<file path="src/rtl/next_pc_btb.sv">
// Next-PC generation with a direct-mapped BTB and 2-bit counters.
// It also detects mispredictions on resolved branches and redirects fetch.
module next_pc_btb #(
  parameter int ENTRIES = 16,
  parameter int IDX_W   = 4
) (
  input  logic        clk_i,
  input  logic        rst_i,
  input  logic [31:0] pc_i,
  input  logic        stall_i,
  input  logic        upd_valid_i,
  input  logic [31:0] upd_pc_i,
  input  logic        upd_taken_i,
  input  logic [31:0] upd_target_i,
  input  logic        upd_pred_taken_i,
  input  logic [31:0] upd_pred_target_i,
  output logic [31:0] pc_o,
  output logic        pc_hold_o,
  output logic        pred_taken_o,
  output logic [31:0] pred_target_o,
  output logic        flush_o
);

  localparam int TAG_W = 30 - IDX_W;

  logic [ENTRIES-1:0]            valid_q;
  logic [ENTRIES-1:0][1:0]       ctr_q;
  logic [ENTRIES-1:0][TAG_W-1:0] tag_q;
  logic [ENTRIES-1:0][29:0]      tgt_q;

  logic [IDX_W-1:0] lk_idx;
  logic [TAG_W-1:0] lk_tag;
  logic             lk_hit;
  logic [IDX_W-1:0] up_idx;
  logic [TAG_W-1:0] up_tag;
  logic             up_hit;
  logic             upd_en;
  logic             mispredict;
  logic [31:0]      redirect_pc;
  logic [31:0]      seq_pc;
  logic [31:0]      next_pc;
  logic [1:0]       ctr_d;
  logic             wr_ctr;
  logic             wr_entry;

  assign lk_idx = pc_i[IDX_W+1:2];
  assign lk_tag = pc_i[31:IDX_W+2];
  assign lk_hit = valid_q[lk_idx] && (tag_q[lk_idx] == lk_tag);

  // Reset masks the prediction so nothing stale leaks out during reset.
  assign pred_taken_o  = lk_hit && ctr_q[lk_idx][1] && !rst_i;
  assign pred_target_o = pred_taken_o ? {tgt_q[lk_idx], 2'b00} : 32'h0;

  assign upd_en      = upd_valid_i && !rst_i;
  assign mispredict  = upd_en && ((upd_taken_i != upd_pred_taken_i) ||
                       (upd_taken_i && (upd_pred_target_i != upd_target_i)));
  assign redirect_pc = upd_taken_i ? upd_target_i : (upd_pc_i + 32'd4);
  assign seq_pc      = pc_i + 32'd4;

  always_comb begin
    next_pc = seq_pc;
    if (mispredict) begin
      next_pc = redirect_pc;
    end else if (pred_taken_o) begin
      next_pc = pred_target_o;
    end
  end

  assign pc_o      = {next_pc[31:2], 2'b00};
  assign flush_o   = mispredict;
  assign pc_hold_o = stall_i && !mispredict && !rst_i;

  assign up_idx = upd_pc_i[IDX_W+1:2];
  assign up_tag = upd_pc_i[31:IDX_W+2];
  assign up_hit = valid_q[up_idx] && (tag_q[up_idx] == up_tag);

  always_comb begin
    ctr_d    = ctr_q[up_idx];
    wr_ctr   = 1'b0;
    wr_entry = 1'b0;
    if (upd_en) begin
      if (up_hit) begin
        wr_ctr = 1'b1;
        if (upd_taken_i) begin
          wr_entry = 1'b1;
          ctr_d    = (ctr_q[up_idx] == 2'b11) ? 2'b11 : ctr_q[up_idx] + 2'b01;
        end else begin
          ctr_d    = (ctr_q[up_idx] == 2'b00) ? 2'b00 : ctr_q[up_idx] - 2'b01;
        end
      end else if (upd_taken_i) begin
        // Allocation evicts whatever aliased into this slot.
        wr_ctr   = 1'b1;
        wr_entry = 1'b1;
        ctr_d    = 2'b10;
      end
    end
  end

  always_ff @(posedge clk_i) begin
    if (rst_i) begin
      valid_q <= '0;
      ctr_q   <= {ENTRIES{2'b01}};
    end else begin
      if (wr_ctr) begin
        ctr_q[up_idx] <= ctr_d;
      end
      if (wr_entry) begin
        valid_q[up_idx] <= 1'b1;
      end
    end
  end

  always_ff @(posedge clk_i) begin
    if (wr_entry) begin
      tag_q[up_idx] <= up_tag;
      tgt_q[up_idx] <= upd_target_i[31:2];
    end
  end

endmodule
</file>
<file path="config.mk">
export PLATFORM = sky130hd
export DESIGN_NAME = next_pc_btb
export DESIGN_NICKNAME = d
export VERILOG_FILES = /design/src/rtl/next_pc_btb.sv
export SDC_FILE = /design/constraint.sdc
export NUM_CORES = 1
export LEC_CHECK = 0
export CORE_MARGIN = 2
export CORE_UTILIZATION = 45
export CTS_BUF_LIST = sky130_fd_sc_hd__clkbuf_8
export DETAILED_ROUTE_END_ITERATION = 10
export HOLD_SLACK_MARGIN = 0.06
export PLACE_DENSITY = 0.59
export RECOVER_POWER = 100
export SYNTH_ARGS = -nofsm -noshare
export SYNTH_HDL_FRONTEND = slang
export SYNTH_SLANG_ARGS = --single-unit
</file>
<file path="constraint.sdc">
create_clock -name clk_i -period 6 [get_ports clk_i]
set_input_delay 0.6 -clock clk_i [delete_from_list [all_inputs] [get_ports clk_i]]
set_output_delay 0.6 -clock clk_i [all_outputs]
set_load 0.01 [all_outputs]
</file>
==> metrics.md, run 1 <==
| Metric | Value |
|---|---|
| Slew @ Worst Pin | `roughly 2800 ps` |
| Fraction of registers with async set/reset | `0%` |
| R2r endpoint | `ctr_q[25]$_SDFFE_PP0P_` |
| Die height | `approximately 310 um` |
| Setup crit end kind | `register` |
| Clock power share | `a little under two fifths` |
| Violated checks | `max-capacitance violations, max-slew violations` |
| Antenna-violating nets left | `0` |
| Endpoints failing hold | `0` |
| Initial antenna violation count | `12` |
| Htree depth | `4` |
| Synth warnings | `0` |
| Min Clock Period, post-route | `5850 ps` |
| Residual DRC count | `0` |
| Final slew viol count | `approximately 550` |
| # resized after CTS | `0` |
| WL/cell | `33.59 um` |
| Number of flops mapped to enable cells by yosys | `896` |
| Slew headroom | `-87.13%` |
| Layout cells sized above 1 | `around a quarter` |
| Post-CTS setup buffer count | `0` |
| Cts bufs inserted | `around 160` |
| Switching power | `3.427 mW` |
| Post-synthesis cell type count | `65` |
| Clock root buffer | `clkbuf_8` |
| Num ports | `around 200` |
| Maximum VDD drop | `0.2081 mV` |
| Crit path top cell by count | `clkbuf_1` |
| Die Width | `approximately 310 um` |
| Post-layout nets | `~2.9k` |
| Final setup fails | `0` |
| Setup TNS | `0 ps` |
| Largest net degree at the start of global routing | `~120` |
| Drt pass-1 iters | `7` |
| Clk_skew | `56.20 ps` |
| Hold Crit Start | `rst_i` |
| Synth area leader | `edfxtp_1` |
| Max stage delay on crit path | `between 1500 and 2000 ps` |
| Remaining global-route overflow | `0` |
| Synth top area share | `62.34%` |
| Site Rows | `about 110` |
| Critical-path cell list | `dlygate4sd3_1 -> buf_4 -> clkbuf_1 -> inv_1 -> clkbuf_1 -> nor2_1 -> and3_1 -> buf_6` |
| Yosys reg bits | `approximately 940` |
| Crit Path Category | `in2reg` |
| Hold crit path type | `in2reg` |
| Hold-fix buffers, CTS | `0` |
| CTS tree | `yes` |
| Hold path depth | `2` |
| Overall die area | `about 100000 um^2` |
| Pwr Density | `about 280 nW/um^2` |
| Fmax | `around 0.17 GHz` |
| Required time of the critical path | `6460 ps` |
| Cell-internal power | `~10 mW` |
| Max Buffers Root-to-Sink | `3` |
| CTS sink cnt | `between 900 and 1k` |
| Register area share after synthesis | `between 60% and 70%` |
| Flop pwr share | `between 50% and 60%` |
| Top_reg_cell synth | `edfxtp_1` |
| R2R depth | `11` |
| Crit path buffers/inverters | `6` |
| Levels on crit path | `8` |
| Slowest CP cell | `and3_1` |
| Crit path DAT | `6310 ps` |
| Via/cell ratio | `about 6.3` |
| R2r setup slk | `roughly 1700 ps` |
| GRT Total Usage | `28.33%` |
| Max cap viols | `19` |
| Startpoint types | `input pin` |
| Starting Density | `a little under half` |
| Syn_area_per_cell | `about 18 um^2` |
| Area Growth Syn to Fin | `15.35%` |
| CP top delay family | `buffers and inverters` |
| Crit Reg-Reg Startpoint | `tag_q[81]$_DFFE_PP_` |
| Global-route wire length before repair | `195100 um` |
| Via count | `between 20k and 30k` |
| Combinational share of power | `under 10%` |
| Port Buffer Count | `192` |
| Vias in the first global route | `about 26k` |
| Core footprint | `about 95000 um^2` |
| Critical path origin | `upd_pc_i[4]` |
| Crit path to | `tgt_q[229]$_DFFE_PP_` |
| Clock latency on the worst-skew pair | `850 ps` |
| Static Leak | `between 15 and 20 nW` |
| Unrepaired setup endpoints after global routing | `false` |
| Synth top area cells | `edfxtp_1, mux4_2, mux2i_1, dfxtp_1, xnor2_1` |
| Sw frac | `roughly 25%` |
| WL final | `approximately 140000 um` |
| Dpl cells | `between 3k and 4k` |
| Status | `finished with violations` |
| Post-route insts no fill | `4123` |
| Synth cell count leaders | `edfxtp_1, mux4_2, mux2i_1` |
| Tcrit/Tclk final | `just under 100%` |
| Count leader, synth | `edfxtp_1` |
| GP Congestion | `0.9020` |
| Final Util | `a little over half` |
| Clk pin slew, worst setup/hold paths | `approximately 60 ps` |
| Synth Instances | `between 2k and 2.5k` |
| DR iter-0 viols | `3307` |
| Mapped Area | `between 40000 and 50000 um^2` |
| Worst-path maximum fanout | `33` |
| HPWL after DPL | `between 80000 and 90000 um` |
[power by group through the flow]
stage	clock network, mW	registers, mW	logic (mW)
2_1_floorplan	0	7.40	0.684
3_3_place_gp	0	7.40	1.29
3_5_place_dp	0	7.41	1.30
4_1_cts	5.42	7.27	1.30
5_1_grt	5.69	7.27	1.34
6_report	5.32	7.27	1.28
[per-layer routing]
metal | global-route usage, % | vias to the layer above | part of all wire, %
met3 | 5.984 | 271 | 9.8
li1 | - | 10499 | -
met2 | 43.81 | 1508 | 46
met4 | 9.232 | 10 | 3.3
met1 | 40.39 | 13735 | 41
met5 | 0 | - | 0.047
[cells in the final DEF (no fill, tap or decap), types with 6 or more instances in the layout]
master / n
xor2_1: 54
o22ai_1: 10
clkdlybuf4s50_1: 82
clkinvlp_4: 6
xnor2_1: 82
nand3_1: 33
a21oi_1: 14
mux2_2: 23
nand4_1: 17
edfxtp_1: 896
mux2i_1: 190
o211ai_1: 11
nor2_1: 72
o21ai_0: 42
clkinv_1: 33
mux4_2: 344
nor4_1: 15
dlygate4sd3_1: 101
o21ai_1: 26
buf_4: 58
clkinv_2: 20
nand2b_1: 10
o2bb2ai_1: 20
dfxtp_1: 48
and3_1: 29
inv_1: 66
nor2b_1: 28
buf_2: 8
a22o_1: 7
clkbuf_8: 163
nor3_1: 15
o21bai_1: 14
a221oi_1: 7
clkbuf_1: 42
and2_1: 34
a22oi_1: 12
nand2_1: 117
buf_12: 14
[worst reg2reg max path: cells and delay by family (launching register included)]
| family | cells | cell delay [ps] |
|---|---|---|
| AO/OA/AOI/OAI | 2 | 400 |
| XOR/XNOR | 1 | 220 |
| buffers and inverters | 2 | 1060 |
| flip-flops | 1 | 380 |
| multiplexers | 3 | 830 |
| AND/OR/NAND/NOR | 3 | 1390 |
[final cells by class]
class	instances	area, um^2
tap	1265	1583
sequential	944	27870
clock buffer	163	2243
antenna	5	12.51
multi-input combinational	1291	14500
timing repair buffer	318	2860
fill	7776	45230
inverter	20	76.32
clock inverter	117	644.4
[sequential cells by signal, summed over array words and instances (netlist names)]
register  cells
tgt_q       480
tag_q       416
ctr_q        32
valid_q      16
[cell families (layout without fill, tap and decap cells)]
kind of cell    count (synthesis)  in the layout  synth area share (%)
flops                         944            944                 64.57
mux                           557            557                 22.96
simple gates                  384            384                 4.389
compound gates                205            205                 3.265
buf+inv                       175            618                 1.902
xor+xnor                      136            136                 2.760
fa+ha+maj                       5              5                0.1450
other cells                     1              9              0.008689
[worst min path at each step]
stage	to	slack, ps
after global routing	valid_q[4]$_SDFFE_PP0P_	140
after global placement	valid_q[8]$_SDFFE_PP0P_	470
after CTS	valid_q[4]$_SDFFE_PP0P_	80
final	valid_q[4]$_SDFFE_PP0P_	150
after detailed placement	valid_q[2]$_SDFFE_PP0P_	490
after floorplan	valid_q[2]$_SDFFE_PP0P_	460
[per-stage QoR]
stage / instance area [um^2] / hold slack [ps] / total power, mW / worst slack [ps]
finish: 49780 / 151.6 / 13.88 / 149.7
global route: 49770 / 140.2 / 14.30 / 44.06
CTS: 50170 / 77.17 / 13.99 / 186.3
detailed placement: 47280 / 492.2 / 8.703 / 212.9
global placement: 47280 / 473.1 / 8.690 / 215.2
floorplan: 43170 / 457.8 / 8.087 / 1241
No activity file was read; power rests on OpenSTA's default activity.
==> run 2, diff against run 1 <==
Settings changed: CORE_UTILIZATION 45 to 30, PLACE_DENSITY 0.59 to 0.42.
==> metrics.md, run 2 (synthesis results as in run 1) <==
| Metric | Value |
|---|---|
| Starting Density | `a little under a third` |
| Startpoint types | `input pin` |
| Antenna-violating nets left | `0` |
| Global-route wire length before repair | `around 220000 um` |
| Core footprint | `143100 um^2` |
| WL final | `between 150000 and 200000 um` |
| Max stage delay on crit path | `approximately 650 ps` |
| WL/cell | `around 33 um` |
| Initial antenna violation count | `19` |
| Largest net degree at the start of global routing | `78` |
| Max FFs per register | `between 400 and 500` |
| Residual DRC count | `0` |
| Crit path top cell by count | `buf_12` |
| Clock latency on the worst-skew pair | `about 900 ps` |
| Max Buffers Root-to-Sink | `3` |
| Clk_skew | `around 40 ps` |
| Hold crit path type | `in2reg` |
| Final setup fails | `0` |
| Unrepaired setup endpoints after global routing | `false` |
| GP Congestion | `slightly above 0.8` |
| Worst-path maximum fanout | `34` |
| Vias in the first global route | `roughly 27k` |
| Slew @ Worst Pin | `roughly 3100 ps` |
| Crit Path Category | `in2out` |
| Area Growth Syn to Fin | `17.84%` |
| CTS sink cnt | `944` |
| Die Width | `approximately 380 um` |
| HPWL after DPL | `~100000 um` |
| GRT Total Usage | `21.49%` |
| Via/cell ratio | `around 5.4` |
| Required time of the critical path | `approximately 5400 ps` |
| Max cap viols | `17` |
| Setup crit end kind | `output port` |
| Tcrit/Tclk final | `a little over nine tenths` |
| Drt pass-1 iters | `5` |
| Violated checks | `max-capacitance violations, max-slew violations` |
| PnR worst setup slack | `roughly 260 ps` |
| Layout cells sized above 1 | `between 20% and 30%` |
| Commonest non-fill, non-tap cell in the layout | `edfxtp_1` |
| Slowest CP cell | `dlygate4sd3_1` |
| Critical-path cell list | `buf_8 -> buf_12 -> mux4_2 -> mux2i_1 -> mux2i_1 -> xnor2_1 -> nand4_1 -> or4_1 -> nor4_4 -> buf_12 -> buf_12 -> and2_1 -> o31a_1 -> dlygate4sd3_1` |
| Setup TNS | `0 ps` |
| Status | `finished with violations` |
| Regs by FF count | `tgt_q x480, tag_q x416, ctr_q x32` |
| Remaining global-route overflow | `0` |
| Largest Register | `tgt_q` |
| Commonest non-fill, non-tap cells in the layout | `edfxtp_1, mux4_2, mux2i_1, clkbuf_8, nand2_1` |
| Maximum VDD drop | `between 0.15 and 0.2 mV` |
| CTS tree | `yes` |
| Slew headroom | `-108.6%` |
| Site Rows | `about 140` |
| Post-Place Setup Slack | `~220 ps` |
| Htree depth | `4` |
| Cts bufs inserted | `roughly 170` |
| Crit path DAT | `around 5100 ps` |
| Fmax | `around 0.17 GHz` |
| DR iter-0 viols | `about 2.8k` |
| Die height | `383.3 um` |
| Overall die area | `approximately 150000 um^2` |
| Post-layout nets | `~2.9k` |
| Clk pin slew, worst setup/hold paths | `approximately 60 ps` |
| Final slew viol count | `about 540` |
| Via count | `roughly 26k` |
| Min Clock Period, post-route | `approximately 5700 ps` |
| Pwr Density | `about 280 nW/um^2` |
| Static Leak | `between 15 and 20 nW` |
| Port Buffer Count | `192` |
| Endpoints failing hold | `0` |
| Clock root buffer | `clkbuf_8` |
| Num ports | `201` |
run 2: changes by cell type in the layout (fill, tap and decap cells not counted), moves of 5 or more:
cell             previous run  this run
buf_2                       8         2
buf_4                      58        70
clkbuf_1                   42        54
clkbuf_8                  163       169
clkdlybuf4s50_1            82        77
clkinv_2                   20        10
clkinvlp_4                  6         1
dlygate4sd3_1             101       106
inv_12                      2         7
run 2: metrics by stage:
step | power [mW] | hold WS [ps] | util (%) | instance area [um^2] | instances
2_1_floorplan | 8.087 | 457.8 | - | 43170 | 2410
3_3_place_gp | 8.776 | 479.0 | 33.68 | 48210 | 4497
3_5_place_dp | 8.783 | 491.5 | 33.68 | 48210 | 4497
4_1_cts | 14.34 | 325.5 | 35.77 | 51200 | 4779
5_1_grt | 14.66 | 383.8 | 35.53 | 50850 | 4783
6_report | 14.13 | 423.3 | 35.53 | 50860 | 4786
run 2: layout make-up:
type | count | area, um^2
Fill cell | 13493 | 92280
Clock inverter | 112 | 654.4
Multi-Input combinational cell | 1291 | 14510
Sequential cell | 944 | 27870
Inverter | 20 | 77.57
Clock buffer | 169 | 2326
Tap cell | 1903 | 2381
Antenna cell | 7 | 17.52
Timing Repair Buffer | 340 | 3027
run 2: critical path: cells and delay by family:
family,cells,cell delay [ps]
AOI/OAI and AO/OA,1,170
and+or+nand+nor,4,1360
muxes,3,990
buffers and inverters,5,1710
xor gates and xnor gates,1,220
run 2: per-layer routing:
metal	global-route usage (%)	wire, um	vias to the layer above
li1	-	-	10565
met1	30.64	71070	14018
met2	33.70	73200	1064
met3	4.325	10780	191
met4	5.016	3277	6
met5	0	36	-
run 2: timing repair:
action                                 CTS  global route
setup endpoints to repair                0             1
resized for setup                        0             1
endpoints found under the hold margin    4             0
hold buffers                             1             0
setup buffers                            0             0
run 2: where the power goes:
| part | switching, mW | leakage [nW] | internal, mW |
|---|---|---|---|
| clock network | 2.82 | 1.70 | 2.70 |
| registers | 0.0157 | 8.45 | 7.26 |
| logic | 0.812 | 6.47 | 0.523 |
| total | 3.64 | 16.6 | 10.5 |
run 2: path summary, 6_finish.rpt:
check,start,end,slack [ps],depth (start not counted)
max reg2reg,tag_q[379]$_DFFE_PP_,ctr_q[18]$_SDFFE_PP1P_,1740,10
min reg2reg,valid_q[2]$_SDFFE_PP0P_,valid_q[2]$_SDFFE_PP0P_,510,2
min,upd_pc_i[3],ctr_q[15]$_SDFFE_PP0P_,420,5
max,pc_i[2],pc_o[2],260,14
==> run 3, diff against run 2 <==
Settings changed: TNS_END_PERCENT set to 5.
==> results of run 3 <==
Same layout as run 2: the final DEF is identical, and so are final timing and power.
